<file path="config.mk">
export PLATFORM = sky130hd
export DESIGN_NAME = alu_design_core
export DESIGN_NICKNAME = d
export VERILOG_FILES = /design/src/rtl/alu_package.sv /design/src/rtl/alu_mul_pipe.sv /design/src/rtl/alu_design_core.sv
export SDC_FILE = /design/constraint.sdc
export NUM_CORES = 1
export LEC_CHECK = 0
export ABC_CLOCK_PERIOD_IN_PS = 7600
export CAP_MARGIN = 10
export CORE_ASPECT_RATIO = 0.5
export CORE_UTILIZATION = 55
export CTS_CLUSTER_DIAMETER = 80
export CTS_CLUSTER_SIZE = 14
export DETAILED_ROUTE_END_ITERATION = 10
export GPL_TIMING_DRIVEN = 0
export PLACE_DENSITY = 0.8
export SKIP_LAST_GASP = 1
export SYNTH_ARGS = -nofsm -noshare
export SYNTH_HDL_FRONTEND = slang
export SYNTH_HIERARCHICAL = 1
export SYNTH_SLANG_ARGS = --single-unit
</file>
<file path="constraint.sdc">
create_clock -name clock -period 7.6 [get_ports clock]
set_input_delay 1.52 -clock clock [delete_from_list [all_inputs] [get_ports clock]]
set_output_delay 1.52 -clock clock [all_outputs]
set_load 0.03 [all_outputs]
</file>
<file path="src/rtl/alu_package.sv">
`default_nettype none
// ============================================================================
//  Module      : alu_package
//  Description : Shared constants and enumerations for the ALU datapath.
//                IN_WIDTH/OUT_WIDTH/OP_WIDTH/MUL_LAT size the datapath; op_t
//                encodes the operation select and state_t the control FSM.
//  Revision    : 1.0  initial release
// ============================================================================
package alu_package;

    localparam int IN_WIDTH  = 16;
    localparam int OUT_WIDTH = 32;
    localparam int OP_WIDTH  = 3;
    localparam int MUL_LAT   = 3;

    typedef enum logic [OP_WIDTH-1:0] {
        NOP = 3'd0,
        ADD = 3'd1,
        SUB = 3'd2,
        MUL = 3'd3,
        AND = 3'd4,
        OR  = 3'd5,
        XOR = 3'd6,
        SHL = 3'd7
    } op_t;

    typedef enum logic [1:0] {
        IDLE = 2'd0,
        EXEC = 2'd1,
        MULB = 2'd2
    } state_t;

endpackage
`default_nettype wire

</file>
<file path="src/rtl/alu_mul_pipe.sv">
`default_nettype none
// ============================================================================
//  Module      : alu_mul_pipe
//  Description : LAT-stage registered unsigned multiplier with a valid
//                strobe travelling alongside the data.
//                Stage 0 captures the operands, stage 1 forms the product,
//                remaining stages only delay it. LAT must be >= 2.
//  Ports       : clock, reset (async, active-low)
//                i_valid / i_a / i_b  : operands, captured when i_valid = 1
//                o_valid / o_product  : product, valid exactly LAT edges later
//  Revision    : 1.0  initial release
// ============================================================================
module alu_mul_pipe #(
    parameter int IN_WIDTH  = alu_package::IN_WIDTH,
    parameter int OUT_WIDTH = alu_package::OUT_WIDTH,
    parameter int LAT       = alu_package::MUL_LAT
) (
    input  logic                 clock,
    input  logic                 reset,
    input  logic                 i_valid,
    input  logic [IN_WIDTH-1:0]  i_a,
    input  logic [IN_WIDTH-1:0]  i_b,
    output logic                 o_valid,
    output logic [OUT_WIDTH-1:0] o_product
);

    logic [IN_WIDTH-1:0]  r_a;
    logic [IN_WIDTH-1:0]  r_b;
    logic [LAT-1:0]       r_vld;
    logic [OUT_WIDTH-1:0] r_prod [1:LAT-1];

    logic [OUT_WIDTH-1:0] w_a_ext;
    logic [OUT_WIDTH-1:0] w_b_ext;

    assign w_a_ext = {{(OUT_WIDTH-IN_WIDTH){1'b0}}, r_a};
    assign w_b_ext = {{(OUT_WIDTH-IN_WIDTH){1'b0}}, r_b};

    always_ff @(posedge clock or negedge reset) begin
        if (!reset) begin
            r_a   <= '0;
            r_b   <= '0;
            r_vld <= '0;
            for (int i = 1; i < LAT; i++) begin
                r_prod[i] <= '0;
            end
        end else begin
            if (i_valid) begin
                r_a <= i_a;
                r_b <= i_b;
            end
            r_vld     <= {r_vld[LAT-2:0], i_valid};
            r_prod[1] <= w_a_ext * w_b_ext;
            for (int i = 2; i < LAT; i++) begin
                r_prod[i] <= r_prod[i-1];
            end
        end
    end

    assign o_valid   = r_vld[LAT-1];
    assign o_product = r_prod[LAT-1];

endmodule
`default_nettype wire

</file>
<file path="src/rtl/alu_design_core.sv">
`default_nettype none
// ============================================================================
//  Module      : alu_design_core
//  Description : Multi-operation integer ALU with start/end handshake.
//                A rising edge on start_op while IDLE captures A, B, op_sel.
//                Non-MUL ops complete one cycle after accept; MUL runs
//                through alu_mul_pipe and completes MUL_LAT cycles after
//                accept. Completion writes result and pulses end_op.
//  Ports       : clock, reset (async, active-low)
//                A, B      : unsigned operands
//                start_op  : request, accepted on its rising edge in IDLE
//                op_sel    : operation select (op_t)
//                result    : registered result, held until next completion
//                end_op    : one-cycle completion pulse
//                err       : borrow / shift-overflow flag (only when the
//                            ALU_ERR_FLAG_EN macro is defined)
//  Revision    : 1.0  initial release
// ============================================================================
module alu_design_core import alu_package::*; #(
    parameter int IN_WIDTH  = alu_package::IN_WIDTH,
    parameter int OUT_WIDTH = alu_package::OUT_WIDTH,
    parameter int OP_WIDTH  = alu_package::OP_WIDTH,
    parameter int MUL_LAT   = alu_package::MUL_LAT
) (
    input  logic                 clock,
    input  logic                 reset,
    input  logic [IN_WIDTH-1:0]  A,
    input  logic [IN_WIDTH-1:0]  B,
    input  logic                 start_op,
    input  logic [OP_WIDTH-1:0]  op_sel,
    output logic [OUT_WIDTH-1:0] result,
    output logic                 end_op
`ifdef ALU_ERR_FLAG_EN
   ,output logic                 err
`endif
);

    localparam int c_SHAMT_W = $clog2(OUT_WIDTH);

    state_t               r_state;
    state_t               w_next;
    logic                 r_start_d;
    logic [IN_WIDTH-1:0]  r_a;
    logic [IN_WIDTH-1:0]  r_b;
    op_t                  r_op;

    logic                 w_accept;
    logic                 w_load;
    logic                 w_mul_start;
    logic                 w_mul_valid;
    logic [OUT_WIDTH-1:0] w_mul_prod;
    logic [OUT_WIDTH-1:0] w_a_ext;
    logic [OUT_WIDTH-1:0] w_b_ext;
    logic [OUT_WIDTH-1:0] w_logic_res;
    logic [OUT_WIDTH-1:0] w_res;

    // Rising edge only: a start held high across completion never retriggers.
    assign w_accept = start_op & ~r_start_d;

    assign w_a_ext = {{(OUT_WIDTH-IN_WIDTH){1'b0}}, r_a};
    assign w_b_ext = {{(OUT_WIDTH-IN_WIDTH){1'b0}}, r_b};

    // ------------------------------------------------------------------
    // Start history and operand capture
    // ------------------------------------------------------------------
    always_ff @(posedge clock or negedge reset) begin
        if (!reset) begin
            r_start_d <= 1'b0;
            r_a       <= '0;
            r_b       <= '0;
            r_op      <= NOP;
        end else begin
            r_start_d <= start_op;
            if (r_state == IDLE && w_accept) begin
                r_a  <= A;
                r_b  <= B;
                r_op <= op_t'(op_sel);
            end
        end
    end

    // ------------------------------------------------------------------
    // Control FSM
    // ------------------------------------------------------------------
    always_ff @(posedge clock or negedge reset) begin
        if (!reset) begin
            r_state <= IDLE;
        end else begin
            r_state <= w_next;
        end
    end

    always_comb begin
        w_next      = r_state;
        w_load      = 1'b0;
        w_mul_start = 1'b0;
        case (r_state)
            IDLE: begin
                if (w_accept) begin
                    if (op_t'(op_sel) == MUL) begin
                        w_next      = MULB;
                        w_mul_start = 1'b1;
                    end else begin
                        w_next = EXEC;
                    end
                end
            end
            EXEC: begin
                w_load = 1'b1;
                w_next = IDLE;
            end
            MULB: begin
                if (w_mul_valid) begin
                    w_load = 1'b1;
                    w_next = IDLE;
                end
            end
            default: w_next = IDLE;
        endcase
    end

    // ------------------------------------------------------------------
    // Multiplier: fed straight from the ports on the accept cycle so the
    // product lands exactly MUL_LAT edges after accept.
    // ------------------------------------------------------------------
    alu_mul_pipe #(
        .IN_WIDTH  (IN_WIDTH),
        .OUT_WIDTH (OUT_WIDTH),
        .LAT       (MUL_LAT)
    ) u_mul (
        .clock     (clock),
        .reset     (reset),
        .i_valid   (w_mul_start),
        .i_a       (A),
        .i_b       (B),
        .o_valid   (w_mul_valid),
        .o_product (w_mul_prod)
    );

    // ------------------------------------------------------------------
    // Single-cycle logic / arithmetic / shift unit
    // ------------------------------------------------------------------
    always_comb begin
        w_logic_res = '0;
        case (r_op)
            NOP:     w_logic_res = '0;
            ADD:     w_logic_res = w_a_ext + w_b_ext;
            SUB:     w_logic_res = w_a_ext - w_b_ext;
            MUL:     w_logic_res = '0;
            AND:     w_logic_res = w_a_ext & w_b_ext;
            OR:      w_logic_res = w_a_ext | w_b_ext;
            XOR:     w_logic_res = w_a_ext ^ w_b_ext;
            SHL:     w_logic_res = w_a_ext << r_b[c_SHAMT_W-1:0];
            default: w_logic_res = '0;
        endcase
    end

    assign w_res = (r_state == MULB) ? w_mul_prod : w_logic_res;

    // ------------------------------------------------------------------
    // Result register and completion pulse
    // ------------------------------------------------------------------
    always_ff @(posedge clock or negedge reset) begin
        if (!reset) begin
            result <= '0;
            end_op <= 1'b0;
        end else begin
            end_op <= w_load;
            if (w_load) begin
                result <= w_res;
            end
        end
    end

`ifdef ALU_ERR_FLAG_EN
    localparam logic [IN_WIDTH-1:0] c_SHL_LIMIT = IN_WIDTH[IN_WIDTH-1:0];

    logic w_err;

    // Borrow on SUB, or a shift distance that pushes A's top bits out.
    assign w_err = ((r_op == SUB) && (r_a < r_b)) ||
                   ((r_op == SHL) && (r_b >= c_SHL_LIMIT));

    always_ff @(posedge clock or negedge reset) begin
        if (!reset) begin
            err <= 1'b0;
        end else if (w_load) begin
            err <= w_err;
        end
    end
`endif

endmodule
`default_nettype wire

</file>
==> impl_metrics.py <==
metrics = {
    "clocking": {
        "cts_post_setup_buffers_inserted": 0,
        "clock_sinks": 170,
        "clock_slew_at_the_register_clock_pins_of_the_worst_setup_and_hold_paths_ns": 0.08,
        "clk_root_buffer_cell": "sky130_fd_sc_hd__clkbuf_16",
        "cts_inserted_buffers": 17,
        "deepest_clock_path_buffer_count": 2,
        "cts_tree": "yes",
        "worst_skew_pair.late_latency_ns": 0.44,
        "post_cts_hold_buffer_count": 0,
        "cts_htree_levels": 4,
        "cts.repair.resized": 0,
    },
    "route": {
        "via_count": 15200,
        "detail_route.first_pass.iterations": 6,
        "detail_route.iter0.violations": 1604,
        "vias_per_cell": 6.02,
        "antenna_violating_nets_post_route": 0,
        "drc_errors": 0,
        "route.detailed.wl_per_inst_um": 21.6,
        "finalWirelength_um": 54300,
    },
    "setup_path": {
        "criticalPathCategory": "reg -> reg",
        "required_ns": 7.88,
        "worstSetupEndpoint": "u_mul/r_prod[62]",
        "crit_start": "u_mul/r_a[5]",
        "reg2reg_depth": 19,
        "cp-end-kind": "flip-flop",
        "critical_path_arrival_ns": 7.11,
        "regToRegStartpoint": "u_mul/r_a[5]",
        "critPathMaxFanout": 10,
        "slack_of_the_worst_reg_to_reg_path_ns": 0.77,
        "worstSetupStartpointType": "flip-flop",
        "worst_r2r_end": "u_mul/r_prod[62]",
    },
    "floorplanning": {
        "start_util_pct": 57.1,
        "row_cnt": 46,
        "core-area_mm2": 0.0323,
        "die_h_um": 132,
        "boundaryPins": 71,
        "total_die_area_mm2": 0.0343,
        "die_span_in_x_um": 261,
    },
    "logic_synthesis": {
        "post_synth_most_frequent_cells": "sky130_fd_sc_hd__inv_1, sky130_fd_sc_hd__nand2_1, sky130_fd_sc_hd__fa_1, sky130_fd_sc_hd__dfrtp_1, sky130_fd_sc_hd__ha_1",
        "syn-mean-instance-area_um2": 9.31,
        "async_flop_share_pct": 100,
        "netlist_instances": 1982,
        "synth_most_common_cell": "sky130_fd_sc_hd__inv_1",
        "synthesized_area_fraction_occupied_by_ao_oa_aoi_and_oai_cells_pct": 11.5,
        "synthMuxAreaShare_pct": 7.72,
        "netlist_area_mm2": 0.0185,
        "yosys.area.top_type": "sky130_fd_sc_hd__dfrtp_1",
        "post_synth_main_area_contributors": "sky130_fd_sc_hd__dfrtp_1, sky130_fd_sc_hd__fa_1, sky130_fd_sc_hd__ha_1",
        "post-synth-top-area-fraction_pct": 23.1,
        "edff_count_synth": 0,
        "synth_simple_gate_area_share_pct": 15.2,
        "net_count_of_the_mapped_netlist": 2376,
        "ys_ff_latch": 170,
        "synth_sequential_area_ratio_pct": 23.1,
        "combinational_family_with_the_most_area_after_synthesis": "adder cells",
        "yosys_warnings": 6,
        "synth_ff_type": "sky130_fd_sc_hd__dfrtp_1",
        "synth-adder-area-share_pct": 32.1,
        "ys_types": 73,
        "synthXorXnorAreaFrac_pct": 1.19,
    },
    "grt": {
        "global_route.overflow_total": 0,
        "grt_usage_pct": 32.4,
        "grt_pass1_vias": 15100,
        "grt_antenna_before_repair": 5,
        "grt_max_degree": 105,
        "global_route_wire_length_before_repair_um": 84600,
    },
    "place": {
        "dpl.cell_count": 2485,
        "detailedPlacementHpwl_um": 43000,
        "final_estimated_routing_congestion_in_global_placement": 1.02,
        "placement.io_buffers": 70,
    },
    "timing": {
        "timing.hold.ws_ns": 0.347,
        "min_period_over_period_pct": 89.8,
        "final-max-slew-violation-count": 0,
        "unrepaired_setup_endpoints_after_global_routing": "false",
        "transition_time_of_the_tightest_slew_check_pin_ns": 0.916,
        "skew_ns": 0.0169,
        "final_hold_viol_count": 0,
        "max_slew_margin_pct": 37.3,
        "final_period_minus_worst_setup_slack_ns": 6.83,
        "setup_violation_total_in_the_final_timing_report": 0,
        "achievable-frequency_ghz": 0.146,
    },
    "job": {
        "max_cap_viols": 0,
    },
    "layout": {
        "fin_nets": 2466,
        "layout-drive-gt1-share_pct": 7.91,
        "antenna-diode-count": 0,
        "instances_no_fill": 2517,
        "syn2layout_area_growth_pct": 10.2,
        "final.fill_count": 2724,
    },
    "outcome": {
        "run_status": "finished clean",
    },
    "min_path": {
        "timing.hold.worst.class": "reg -> reg",
    },
}
registers in the layout, indices dropped and copies added, names as in the netlist:
signal,flops
r_b,16
r_op,3
r_a,16
result,32
u_mul/r_vld,3
end_op,1
u_mul/r_b,16
u_mul/o_product,32
r_start_d,1
u_mul/r_prod,32
u_mul/r_a,16
r_state,2
final cells by class:
cell class	instances	area (um^2)	share of cell area [%]
Sequential cell	170	4250	20.9
Inverter	280	1050	5.17
Buffer	134	651	3.20
Multi-Input combinational cell	1398	12500	61.5
Clock buffer	17	425	2.09
Clock inverter	15	179	0.880
Tap cell	432	541	2.66
Timing Repair Buffer	71	733	3.61
worst min-delay path by stage:
| stage | depth (start not counted) | start | to |
|---|---|---|---|
| 6_report | 0 | u_mul/r_prod[32] | u_mul/o_product[0] |
| 3_5_place_dp | 0 | u_mul/r_prod[32] | u_mul/o_product[0] |
| 4_1_cts | 0 | u_mul/r_prod[32] | u_mul/o_product[0] |
| 2_1_floorplan | 0 | u_mul/r_prod[32] | u_mul/o_product[0] |
| 3_3_place_gp | 0 | u_mul/r_prod[35] | u_mul/o_product[3] |
| 5_1_grt | 0 | u_mul/r_prod[37] | u_mul/o_product[5] |
worst max-delay path: stages, from the launching register on:
cell                       delay, ns
sky130_fd_sc_hd__dfrtp_1        0.65
sky130_fd_sc_hd__clkbuf_1       0.62
sky130_fd_sc_hd__and2_1         0.25
sky130_fd_sc_hd__fa_1           0.41
sky130_fd_sc_hd__inv_1          0.09
sky130_fd_sc_hd__fa_1           0.43
sky130_fd_sc_hd__fa_1           0.53
sky130_fd_sc_hd__inv_1          0.05
sky130_fd_sc_hd__ha_1           0.30
sky130_fd_sc_hd__fa_1           0.49
sky130_fd_sc_hd__inv_1          0.05
sky130_fd_sc_hd__fa_1           0.47
sky130_fd_sc_hd__inv_1          0.04
sky130_fd_sc_hd__ha_1           0.37
sky130_fd_sc_hd__a21oi_1        0.32
sky130_fd_sc_hd__nand2_1        0.19
sky130_fd_sc_hd__a21oi_1        0.42
sky130_fd_sc_hd__a211oi_1       0.20
sky130_fd_sc_hd__or3_1          0.34
sky130_fd_sc_hd__o311ai_1       0.45
routing by layer:
| layer | track usage, % | vias up | share of wire (%) |
|---|---|---|---|
| met3 | 8.39 | 135 | 10 |
| met1 | 44.0 | 7579 | 40 |
| met2 | 50.1 | 764 | 46 |
| met4 | 11.8 | 0 | 3.5 |
| li1 | - | 6673 | - |
| met5 | 0 | - | 0 |
logic make-up after synthesis:
group                    count (synthesis)
AO/OA/AOI/OAI                          325
XOR/XNOR                                25
adder cells (fa/ha/maj)                356
buffers and inverters                  414
flip-flops                             170
multiplexers                           114
AND/OR/NAND/NOR                        578
metrics by stage:
step	setup WS (ns)	setup TNS (ns)	instance area (um^2)	util (%)
2_1_floorplan	1.97	0	18500	-
3_3_place_gp	-1.58	-264.41	19700	60.9
3_5_place_dp	0.817	0	19700	61.0
4_1_cts	0.771	0	20300	62.9
5_1_grt	0.361	0	20300	62.9
6_report	0.773	0	20300	62.9
cell usage in the layout (no fill, tap or decap), types with 6 or more instances in the layout:
master and count:
sky130_fd_sc_hd__nor2_1 74, sky130_fd_sc_hd__o221ai_1 7, sky130_fd_sc_hd__and3_1 9, sky130_fd_sc_hd__a21o_1 22, sky130_fd_sc_hd__mux2_2 59, sky130_fd_sc_hd__a21oi_1 87
sky130_fd_sc_hd__mux2i_1 22, sky130_fd_sc_hd__nand3_1 30, sky130_fd_sc_hd__nor3_1 31, sky130_fd_sc_hd__mux2_1 18, sky130_fd_sc_hd__o22ai_1 12, sky130_fd_sc_hd__dfrtp_1 170
sky130_fd_sc_hd__nor2b_1 18, sky130_fd_sc_hd__inv_1 279, sky130_fd_sc_hd__clkbuf_1 78, sky130_fd_sc_hd__a211oi_1 20, sky130_fd_sc_hd__or3_1 12, sky130_fd_sc_hd__and2_1 130
sky130_fd_sc_hd__clkinv_8 6, sky130_fd_sc_hd__o21bai_1 6, sky130_fd_sc_hd__mux4_2 15, sky130_fd_sc_hd__ha_1 160, sky130_fd_sc_hd__a31oi_1 8, sky130_fd_sc_hd__buf_1 9
sky130_fd_sc_hd__a221oi_1 16, sky130_fd_sc_hd__nand3b_1 6, sky130_fd_sc_hd__fa_1 196, sky130_fd_sc_hd__nand2_1 232, sky130_fd_sc_hd__o31ai_1 6, sky130_fd_sc_hd__nand4_1 13
sky130_fd_sc_hd__nor3b_1 6, sky130_fd_sc_hd__nand2b_1 10, sky130_fd_sc_hd__a22oi_1 6, sky130_fd_sc_hd__xnor2_1 21, sky130_fd_sc_hd__o21ai_0 76, sky130_fd_sc_hd__buf_2 13
sky130_fd_sc_hd__clkbuf_16 17, sky130_fd_sc_hd__buf_4 33, sky130_fd_sc_hd__clkdlybuf4s50_1 69, sky130_fd_sc_hd__a221o_1 6
Power is left out: the tool's default activity adds up to more than one toggle a clock period on the data nets, which glitch-free logic cannot reach.
